<file path="src/rtl/jtopl_mmr_q.sv">
`default_nettype none
// +----------------------------------------------------------------------------+
// | Module : jtopl_mmr_q                                                       |
// | Queued register front-end for JTOPL (OPL/OPL2/OPL3). CPU writes land at    |
// | bus speed; data writes are buffered in a FIFO and drained towards the      |
// | register file no closer than GAP cen ticks apart, each drain decoded into  |
// | slot/channel selectors and one-cycle update strobes.                       |
// |                                                                            |
// | Ports                                                                      |
// |   clk, rst_n (async, active-low), cen (chip clock enable)                  |
// |   write, addr[1:0] (bit0 data/address, bit1 bank), din[7:0], ovf_clr       |
// |   full, busy, ovf          : queue status (registered)                     |
// |   wr_stb, wr_bank, wr_reg, wr_data : drained entry                         |
// |   sel_group, sel_sub, sel_ch        : decoded location                     |
// |   up_*                              : per-register update strobes          |
// |   wave_mode, opl3_en                : latched mode bits                    |
// | Revision: 1.0 - initial release                                            |
// +----------------------------------------------------------------------------+
module jtopl_mmr_q #(
  parameter int OPL_TYPE = 1,
  parameter int DEPTH    = 8,
  parameter int GAP      = 4
) (
  input  logic       clk,
  input  logic       rst_n,
  input  logic       cen,
  input  logic       write,
  input  logic [1:0] addr,
  input  logic [7:0] din,
  input  logic       ovf_clr,
  output logic       full,
  output logic       busy,
  output logic       ovf,
  output logic       wr_stb,
  output logic       wr_bank,
  output logic [7:0] wr_reg,
  output logic [7:0] wr_data,
  output logic [1:0] sel_group,
  output logic [2:0] sel_sub,
  output logic [4:0] sel_ch,
  output logic       up_mult,
  output logic       up_ksl_tl,
  output logic       up_ar_dr,
  output logic       up_sl_rr,
  output logic       up_wav,
  output logic       up_fnumlo,
  output logic       up_fnumhi,
  output logic       up_fbcon,
  output logic       up_glb,
  output logic       up_ctl,
  output logic       up_conn,
  output logic       wave_mode,
  output logic       opl3_en
);

  localparam int         AW     = $clog2(DEPTH);
  localparam logic [3:0] GAP_LD = 4'(GAP - 1);

  // Entry layout: {bank, reg[7:0], data[7:0]}
  logic [16:0]   mem [DEPTH];
  logic [AW-1:0] wptr, rptr;
  logic [AW:0]   count, count_nx;
  logic [3:0]    gcnt, gcnt_nx;
  logic [7:0]    selreg;
  logic          selbank;

  logic          pop, push_req, push, drop;
  logic          e_bank;
  logic [7:0]    e_reg, e_data;

  assign pop      = cen & (gcnt == 4'd0) & (count != '0);
  assign push_req = write & addr[0];
  // A full queue still accepts when the head leaves in the same cycle.
  assign push     = push_req & ((count != (AW+1)'(DEPTH)) | pop);
  assign drop     = push_req & ~push;
  assign count_nx = count + (AW+1)'(push) - (AW+1)'(pop);

  always_comb begin
    gcnt_nx = gcnt;
    if (pop)                       gcnt_nx = GAP_LD;
    else if (cen && gcnt != 4'd0)  gcnt_nx = gcnt - 4'd1;
  end

  assign {e_bank, e_reg, e_data} = mem[rptr];

  // Storage is not reset: pointers and count define what is valid.
  always_ff @(posedge clk) begin
    if (push) mem[wptr] <= {selbank, selreg, din};
  end

  // ---------------------------------------------------------------- decode
  // dec bit order: mult, ksl_tl, ar_dr, sl_rr, wav, fnumlo, fnumhi, fbcon,
  //                glb, ctl, conn
  logic [10:0] dec;
  logic        hit_op, hit_ch, wav_ok;
  logic [1:0]  n_grp;
  logic [2:0]  n_sub;
  logic [4:0]  n_ch;

  assign wav_ok = ((OPL_TYPE == 2) && wave_mode) ||
                  ((OPL_TYPE == 3) && (wave_mode || opl3_en));

  always_comb begin
    dec    = '0;
    n_grp  = sel_group;
    n_sub  = sel_sub;
    n_ch   = sel_ch;
    hit_op = ((e_reg >= 8'h20 && e_reg <= 8'h9F) ||
              (OPL_TYPE > 1 && e_reg >= 8'hE0 && e_reg <= 8'hF5)) &&
             (e_reg[2:0] <= 3'd5) && (e_reg[4:3] != 2'b11);
    hit_ch = (e_reg[7:4] >= 4'hA) && (e_reg[7:4] <= 4'hC) && (e_reg[3:0] <= 4'd8);
    if (hit_op) begin
      n_grp = e_reg[4:3];
      n_sub = e_reg[2:0];
      case (e_reg[7:5])
        3'd1:    dec[10] = 1'b1;
        3'd2:    dec[9]  = 1'b1;
        3'd3:    dec[8]  = 1'b1;
        3'd4:    dec[7]  = 1'b1;
        3'd7:    dec[6]  = wav_ok;
        default: ;
      endcase
    end
    if (hit_ch) begin
      n_ch = {1'b0, e_reg[3:0]} + (e_bank ? 5'd9 : 5'd0);
      n_grp = (e_reg[3:0] < 4'd3) ? 2'd0 : (e_reg[3:0] < 4'd6) ? 2'd1 : 2'd2;
      // Channels 6..8 fold back onto sub-indices 0..2 of the third group.
      n_sub = (e_reg[3:0] < 4'd6) ? e_reg[2:0] : {1'b0, ~&e_reg[2:1], e_reg[0]};
      case (e_reg[7:4])
        4'hA:    dec[5] = 1'b1;
        4'hB:    dec[4] = 1'b1;
        4'hC:    dec[3] = 1'b1;
        default: ;
      endcase
    end
    dec[2] = !e_bank && (e_reg == 8'hBD);
    dec[1] = !e_bank && (e_reg >= 8'h01) && (e_reg <= 8'h08);
    dec[0] = (OPL_TYPE == 3) && e_bank && (e_reg == 8'h04);
  end

  logic [10:0] up_q;
  assign {up_mult, up_ksl_tl, up_ar_dr, up_sl_rr, up_wav, up_fnumlo,
          up_fnumhi, up_fbcon, up_glb, up_ctl, up_conn} = up_q;

  // ------------------------------------------------------------ sequential
  always_ff @(posedge clk or negedge rst_n) begin
    if (!rst_n) begin
      wptr      <= '0;
      rptr      <= '0;
      count     <= '0;
      gcnt      <= '0;
      selreg    <= '0;
      selbank   <= 1'b0;
      full      <= 1'b0;
      busy      <= 1'b0;
      ovf       <= 1'b0;
      wr_stb    <= 1'b0;
      wr_bank   <= 1'b0;
      wr_reg    <= '0;
      wr_data   <= '0;
      sel_group <= '0;
      sel_sub   <= '0;
      sel_ch    <= '0;
      up_q      <= '0;
      wave_mode <= 1'b0;
      opl3_en   <= 1'b0;
    end else begin
      if (write && !addr[0]) begin
        selreg  <= din;
        selbank <= (OPL_TYPE == 3) ? addr[1] : 1'b0;
      end
      if (push) wptr <= wptr + AW'(1);
      if (pop)  rptr <= rptr + AW'(1);
      count <= count_nx;
      gcnt  <= gcnt_nx;
      full  <= (count_nx == (AW+1)'(DEPTH));
      busy  <= (count_nx != '0) || (gcnt_nx != 4'd0);
      if (drop)         ovf <= 1'b1;
      else if (ovf_clr) ovf <= 1'b0;

      wr_stb <= pop;
      up_q   <= pop ? dec : 11'd0;
      if (pop) begin
        wr_bank <= e_bank;
        wr_reg  <= e_reg;
        wr_data <= e_data;
        if (hit_op || hit_ch) begin
          sel_group <= n_grp;
          sel_sub   <= n_sub;
          sel_ch    <= n_ch;
        end
        if (OPL_TYPE > 1 && !e_bank && e_reg == 8'h01) wave_mode <= e_data[5];
        if (OPL_TYPE == 3 && e_bank && e_reg == 8'h05) opl3_en <= e_data[0];
      end
    end
  end

endmodule
`default_nettype wire

</file>
<file path="config.mk">
export PLATFORM = sky130hd
export DESIGN_NAME = jtopl_mmr_q
export DESIGN_NICKNAME = d
export VERILOG_FILES = /design/src/rtl/jtopl_mmr_q.sv
export SDC_FILE = /design/constraint.sdc
export NUM_CORES = 1
export LEC_CHECK = 0
export CAP_MARGIN = 20
export CORE_MARGIN = 2
export CORE_UTILIZATION = 54
export CTS_BUF_LIST = sky130_fd_sc_hd__clkbuf_8
export CTS_CLUSTER_DIAMETER = 100
export DETAILED_ROUTE_END_ITERATION = 10
export GPL_TIMING_DRIVEN = 1
export PLACE_DENSITY = 0.75
export SLEW_MARGIN = 20
export SYNTH_ARGS = -nofsm -noshare
export SYNTH_HDL_FRONTEND = slang
export SYNTH_SLANG_ARGS = --single-unit
</file>
<file path="constraint.sdc">
create_clock -name clk -period 3.1 [get_ports clk]
set_clock_uncertainty 0.1 [all_clocks]
set_input_delay 0.465 -clock clk [delete_from_list [all_inputs] [get_ports clk]]
set_output_delay 0.465 -clock clk [all_outputs]
set_load 0.03 [all_outputs]
</file>
# Word-level counts from Yosys, hierarchy flattened
# Memory sizes are Yosys's and may differ from the RTL's.
# Cells that the tools add are included.
word_totals:
  register_bits: 64
  latch_bits: 0
  ramBits: 128
  romBits: 0
  in_bits: 15
  out_inout_bits: 44
  elab_cells: 100
  mem_count: 1
mem_list:
  columns: ["name", "words", "word_bits", "rd", "rd_clocked_by_memory_dff", "write_ports", "line", "text"]
  rows:
  - ["mem", 8, 16, 1, 0, 1, "60", "logic [16:0] mem [DEPTH];"]
classes:
  addsub: 6
  multipliers: 0
  div: 0
  n_lt_le_gt_ge: 10
  n_eq_ne: 11
  shifts: 0
  mux: 24
  n_bitwise: 7
  reduce_logical: 25
ops:
  columns: ["operator", "count"]
  rows:
  - ["$eq A4 B4 Y1 const B", 4]
  - ["$reduce_bool A4 Y1", 4]
  - ["$mux W3", 4]
  - ["$mux W4", 3]
  - ["$mux W1", 11]
  - ["$mux W11", 1]
  - ["$logic_and A1 B1 Y1", 10]
  - ["$eq A8 B8 Y1 const B", 1]
  - ["$ge A8 B1 Y1 const B", 1]
  - ["$ge A8 B6 Y1 const B", 1]
  - ["$le A4 B4 Y1 const B", 2]
  - ["$le A8 B4 Y1 const B", 1]
  - ["$le A8 B8 Y1 const B", 1]
  - ["$mux W2", 4]
  - ["$add A3 B1 Y3 const B", 2]
  - ["$eq A3 B2 Y1 const B", 2]
  - ["$reduce_and A3 Y1", 2]
  - ["$add A4 B4 Y5", 1]
  - ["$and A1 B1 Y1", 5]
  - ["$mux W5", 1]
  - ["$add A4 B1 Y4", 1]
  - ["$ge A4 B4 Y1 const B", 1]
  - ["$logic_not A4 Y1", 1]
  - ["$lt A4 B2 Y1 const B", 1]
  - ["other kinds (15)", 18]

# Logic depth before layout (Yosys ltp)
depth:
  ltp_word: 9
  mapped_depth: 15
  mapped_depth_nobuf: 14

# Least setup slack after synthesis
# Ideal clock, no wire load.
synth_path:
  path_kind: "reg-to-reg"
  start: "reg gcnt[0]"
  end: "reg busy"
  arrival_ns: 3.129
  slack_ns: -0.268
  path_stages_with_launch: 15
  n_path_buf: 0
  period_less_slack_ns: 3.368
  path_cell_list: "dfrtp_1 -> inv_1 -> ha_1 -> nand3_1 -> a21o_1 -> a31oi_1 -> nand2_1 -> nand2_1 -> ha_1 -> inv_1 -> fa_1 -> inv_1 -> or3_1 -> or3_1 -> or4_1"
synth_via:
  elab_chain_cells: 9
synth_lines:
  columns: ["element", "line", "text"]
  rows:
  - ["start, declared", "63", "logic [3:0] gcnt, gcnt_nx;"]
  - ["start signal, assigned", "175", "gcnt <= gcnt_nx;"]
  - ["$logic_not A4 Y1 *", "71", "assign pop = cen & (gcnt == 4'd0) & (count != '0);"]
  - ["$and A1 B1 Y1 * (2 in series)", "71", null]
  - ["$or A1 B1 Y1", "74", "assign push = push_req & ((count != (AW+1)'(DEPTH)) | pop);"]
  - ["$and A1 B1 Y1", "74", null]
  - ["$add A4 B1 Y4", "76", "assign count_nx = count + (AW+1)'(push) - (AW+1)'(pop);"]
  - ["$sub A4 B1 Y4 *", "76", null]
  - ["named net count_nx[1]", "62", "logic [AW:0] count, count_nx;"]
  - ["$reduce_bool A4 Y1 *", "177", "busy <= (count_nx != '0) || (gcnt_nx != 4'd0);"]
  - ["$logic_or A1 B1 Y1 *", "177", null]
  - ["end signal, assigned", "177", null]
  - ["end, declared", "32", "output logic busy,"]
# The timed path passes the listed nets; every way through them passes the cells marked *.
# A chain may end at the register's enable or synchronous reset.

# Worst setup path in the final report
layout_path:
  start: "reg gcnt[3]"
  end: "reg busy"
# The elaborated chain is that of the path after synthesis.

==> results.yml <==
sta:
  fin_crit_ns: 3.21
  relSlewSlack_pct: 58.9
  fmax_mhz: 312
  setup_viol: 1
  maxSlewViolCount: 0
  setup_ws_ns: -0.106
  setup_tns_ns: -0.106
  tightest_slew_ns: 0.617
  hold_viol: 0
  rsz0062_at_grt: "yes"
  post-route-period-util_pct: 103
  timing.hold.ws_ns: 0.382
global_routing:
  grt_usage_pct: 20.6
  grtUsageMet3_pct: 4.65
  grt-ovfl-total: 0
  grt_pass1_vias: 4175
  grt_pass1_wl_mm: 22.4
  antenna_found_initial: 0
  met1_usage_pct: 27.8
  use_met2_pct: 33.2
  grt_max_degree: 44
  busiest_layer: "met2"
floorplanning:
  die_w_um: 122
  io_pins: 59
  fp.dieH_um: 122
  rows: 43
  dieArea_sq_mm: 0.0150
  initial_core_util_pct: 54.9
  coreArea_sq_mm: 0.0138
routing:
  drt_iter0_drc: 248
  drtAntennaViolNets: 0
  wl_mm: 14.1
  vias: 4007
  vias_per_cell: 5.54
  wl_per_cell_um: 19.5
  route.detailed.drc: 0
  drt_first_pass_iters: 4
logic_synthesis:
  yosys.area_share.adder_pct: 1.76
  synthFlopType: "edfxtp_1"
  yosys.area_share.xor_xnor_pct: 1.28
  synthCells: 429
  synth_compound_area_share_pct: 2.47
  async_flop_share_pct: 31.9
  ys_warn_count: 2
  ys_ff_latch: 188
  syn_avg_cell_area_sq_um: 17.6
  synth-seq-area-share_pct: 70.7
  netlist_area_sq_mm: 0.00756
  synth_top_family_by_area: "multiplexers"
  synthMuxAreaShare_pct: 15.5
  synth.distinct_cells: 53
  synth-simple-area-share_pct: 5.93
  synth-edff-count: 128
power:
  p_per_area_mw_per_mm2: 897
  power_frac_seq_pct: 41.2
  power_frac_comb_pct: 40.3
  switching_power_uw: 2800
  finalPower_uw: 8120
  p_int_uw: 5310
  p_leak_uw: 0.00336
  p_clk_share_pct: 18.5
  peakVddDrop_mv: 0.373
  switching_share_pct: 34.6
clock_network:
  cts.sinks: 188
  clock_path_buffers: 2
  clk_pin_slew_ns: 0.09
  clk-insertion-delay-late_ns: 0.46
  htreeDepth: 4
  cts_made_buffers: 17
  cts_tree: "done"
  root_buffer: "clkbuf_8"
layout:
  reg_top3: "mem (128), up_q (9)"
  regArea_sq_mm: 0.00535
  regMostFlops: "mem"
  diodes: 0
  multi_input_area_sq_mm: 0.00213
  final_nets: 556
  n_fill_cell: 961
  fin_util_pct: 65.7
  syn2layout_area_growth_pct: 19.8
  largest_register_ffs: 128
  drive_above_1_share_pct: 27.1
worst_hold_path:
  min-delay-start: "wr_reg[0]"
  hp-class: "reg2reg"
place:
  io_buffer_count: 51
  gp_congestion: 0.784
  hpwl_mm: 8.90
worst_setup_path:
  critPathLaunch: "gcnt[3]"
  r2r-start: "gcnt[3]"
  crit_path_end_kind: "flip-flop"
  crit_arrival_ns: 3.44
  cp_max_fo: 3
  critical_path_class: "reg2reg"
  cp_data_required_time_ns: 3.33
  critPathLaunchType: "flip-flop"
outcome:
  violations: "setup timing"
  run_status: "finished with violations"
job:
  maxCapViolCount: 0
[layout by cell type, fill, tap and decap left out, types with 6 or more instances in the layout]
master           synthesis  layout
mux4_2                  30      30
mux2i_1                 10      10
xnor2_1                  8       8
ha_1                     9       7
conb_1                   1       6
nor2_1                  16      15
clkbuf_8                 0      18
nand2_1                 47      47
mux2_4                  11      11
o21ai_1                 12      12
clkdlybuf4s50_1          0      50
mux2_1                   9       9
inv_1                   11       7
dfrtp_1                 60      59
buf_4                    7      41
buf_12                   1       6
edfxtp_1               128     128
[worst paths after layout]
kind | endpoint | slack [ns] | cells past startpoint
min | wr_reg[0] | 0.38 | 2
min in group asynchronous | wptr[1] | 0.46 | 2
min reg2reg | wr_reg[0] | 0.38 | 2
max in group asynchronous | up_q[4] | 1.83 | 3
max | busy | -0.11 | 13
max reg2reg | busy | -0.11 | 13
[Yosys cell counts, types with 4 or more instances]
cell | n | area (sq um)
buf_1 | 4 | 15.0
mux2i_1 | 10 | 100
nor4_1 | 4 | 25.0
o21ai_1 | 12 | 60.1
buf_4 | 7 | 52.6
nor3_1 | 4 | 20.0
xnor2_1 | 8 | 70.1
dfrtp_1 | 60 | 1500
mux2_1 | 9 | 101
mux2_4 | 11 | 165
clkbuf_1 | 5 | 18.8
nand2b_1 | 4 | 25.0
edfxtp_1 | 128 | 3840
inv_1 | 11 | 41.3
nor2_1 | 16 | 60.1
ha_1 | 9 | 113
nand2_1 | 47 | 176
mux4_2 | 30 | 676
[area by class of cell]
type                            instances  share of cell area [%]
Inverter                               12                   0.511
Clock buffer                           18                    2.74
Tap cell                              180                    2.49
Clock inverter                         13                    1.30
Sequential cell                       188                    59.1
Multi-Input combinational cell        214                    23.5
Timing Repair Buffer                   98                    10.4
[through the flow]
step	area [sq um]	cells	setup slack (ns)
final	9050	723	-0.106
after global routing	9050	723	-0.213
after CTS	9030	721	-0.114
after detailed placement	8630	686	-0.601
after global placement	8630	686	-0.560
after floorplan	7640	434	-0.0937
[power groups by stage]
stage                     sequential, uW  clock, uW  combinational [uW]
after floorplan                     3610          0                1920
after global placement              3370          0                3170
after detailed placement            3390          0                3230
after CTS                           3340       1540                3290
after global routing                3380       1640                3550
final                               3340       1500                3270
[repair_timing]
| item | CTS | global route |
|---|---|---|
| hold buffers | 0 | 1 |
| gates resized for setup | 3 | 1 |
| endpoints found under the setup margin | 1 | 1 |
| setup buffers | 4 | 1 |
| hold endpoints to repair | 0 | 41 |
| pin swaps | 1 | 0 |
[routing by layer]
metal,share of wire (%),vias to the layer above
met4,1.7,0
met3,5.0,23
met5,0,-
li1,-,1813
met2,50,125
met1,44,2046
[logic make-up (layout without fill, tap and decap cells)]
kind of cell / Yosys count / in the layout
AND/OR/NAND/NOR: 91 / 91
other: 1 / 6
XOR/XNOR: 11 / 11
multiplexers: 68 / 68
buffers and inverters: 32 / 141
flip-flops: 188 / 188
AO/OA/AOI/OAI: 28 / 28
adder cells (fa/ha/maj): 10 / 10
[critical path: stages (launching register included)]
cell	delay, ns
dfrtp_1	0.39
nor2_1	0.19
nand3_2	0.11
a21o_4	0.22
a31oi_4	0.17
nand2_1	0.07
nand2_1	0.06
ha_2	0.18
inv_2	0.04
fa_1	0.49
inv_2	0.04
or3_4	0.36
or3_1	0.29
or4_1	0.39
Power figures use the tool's default switching activity.
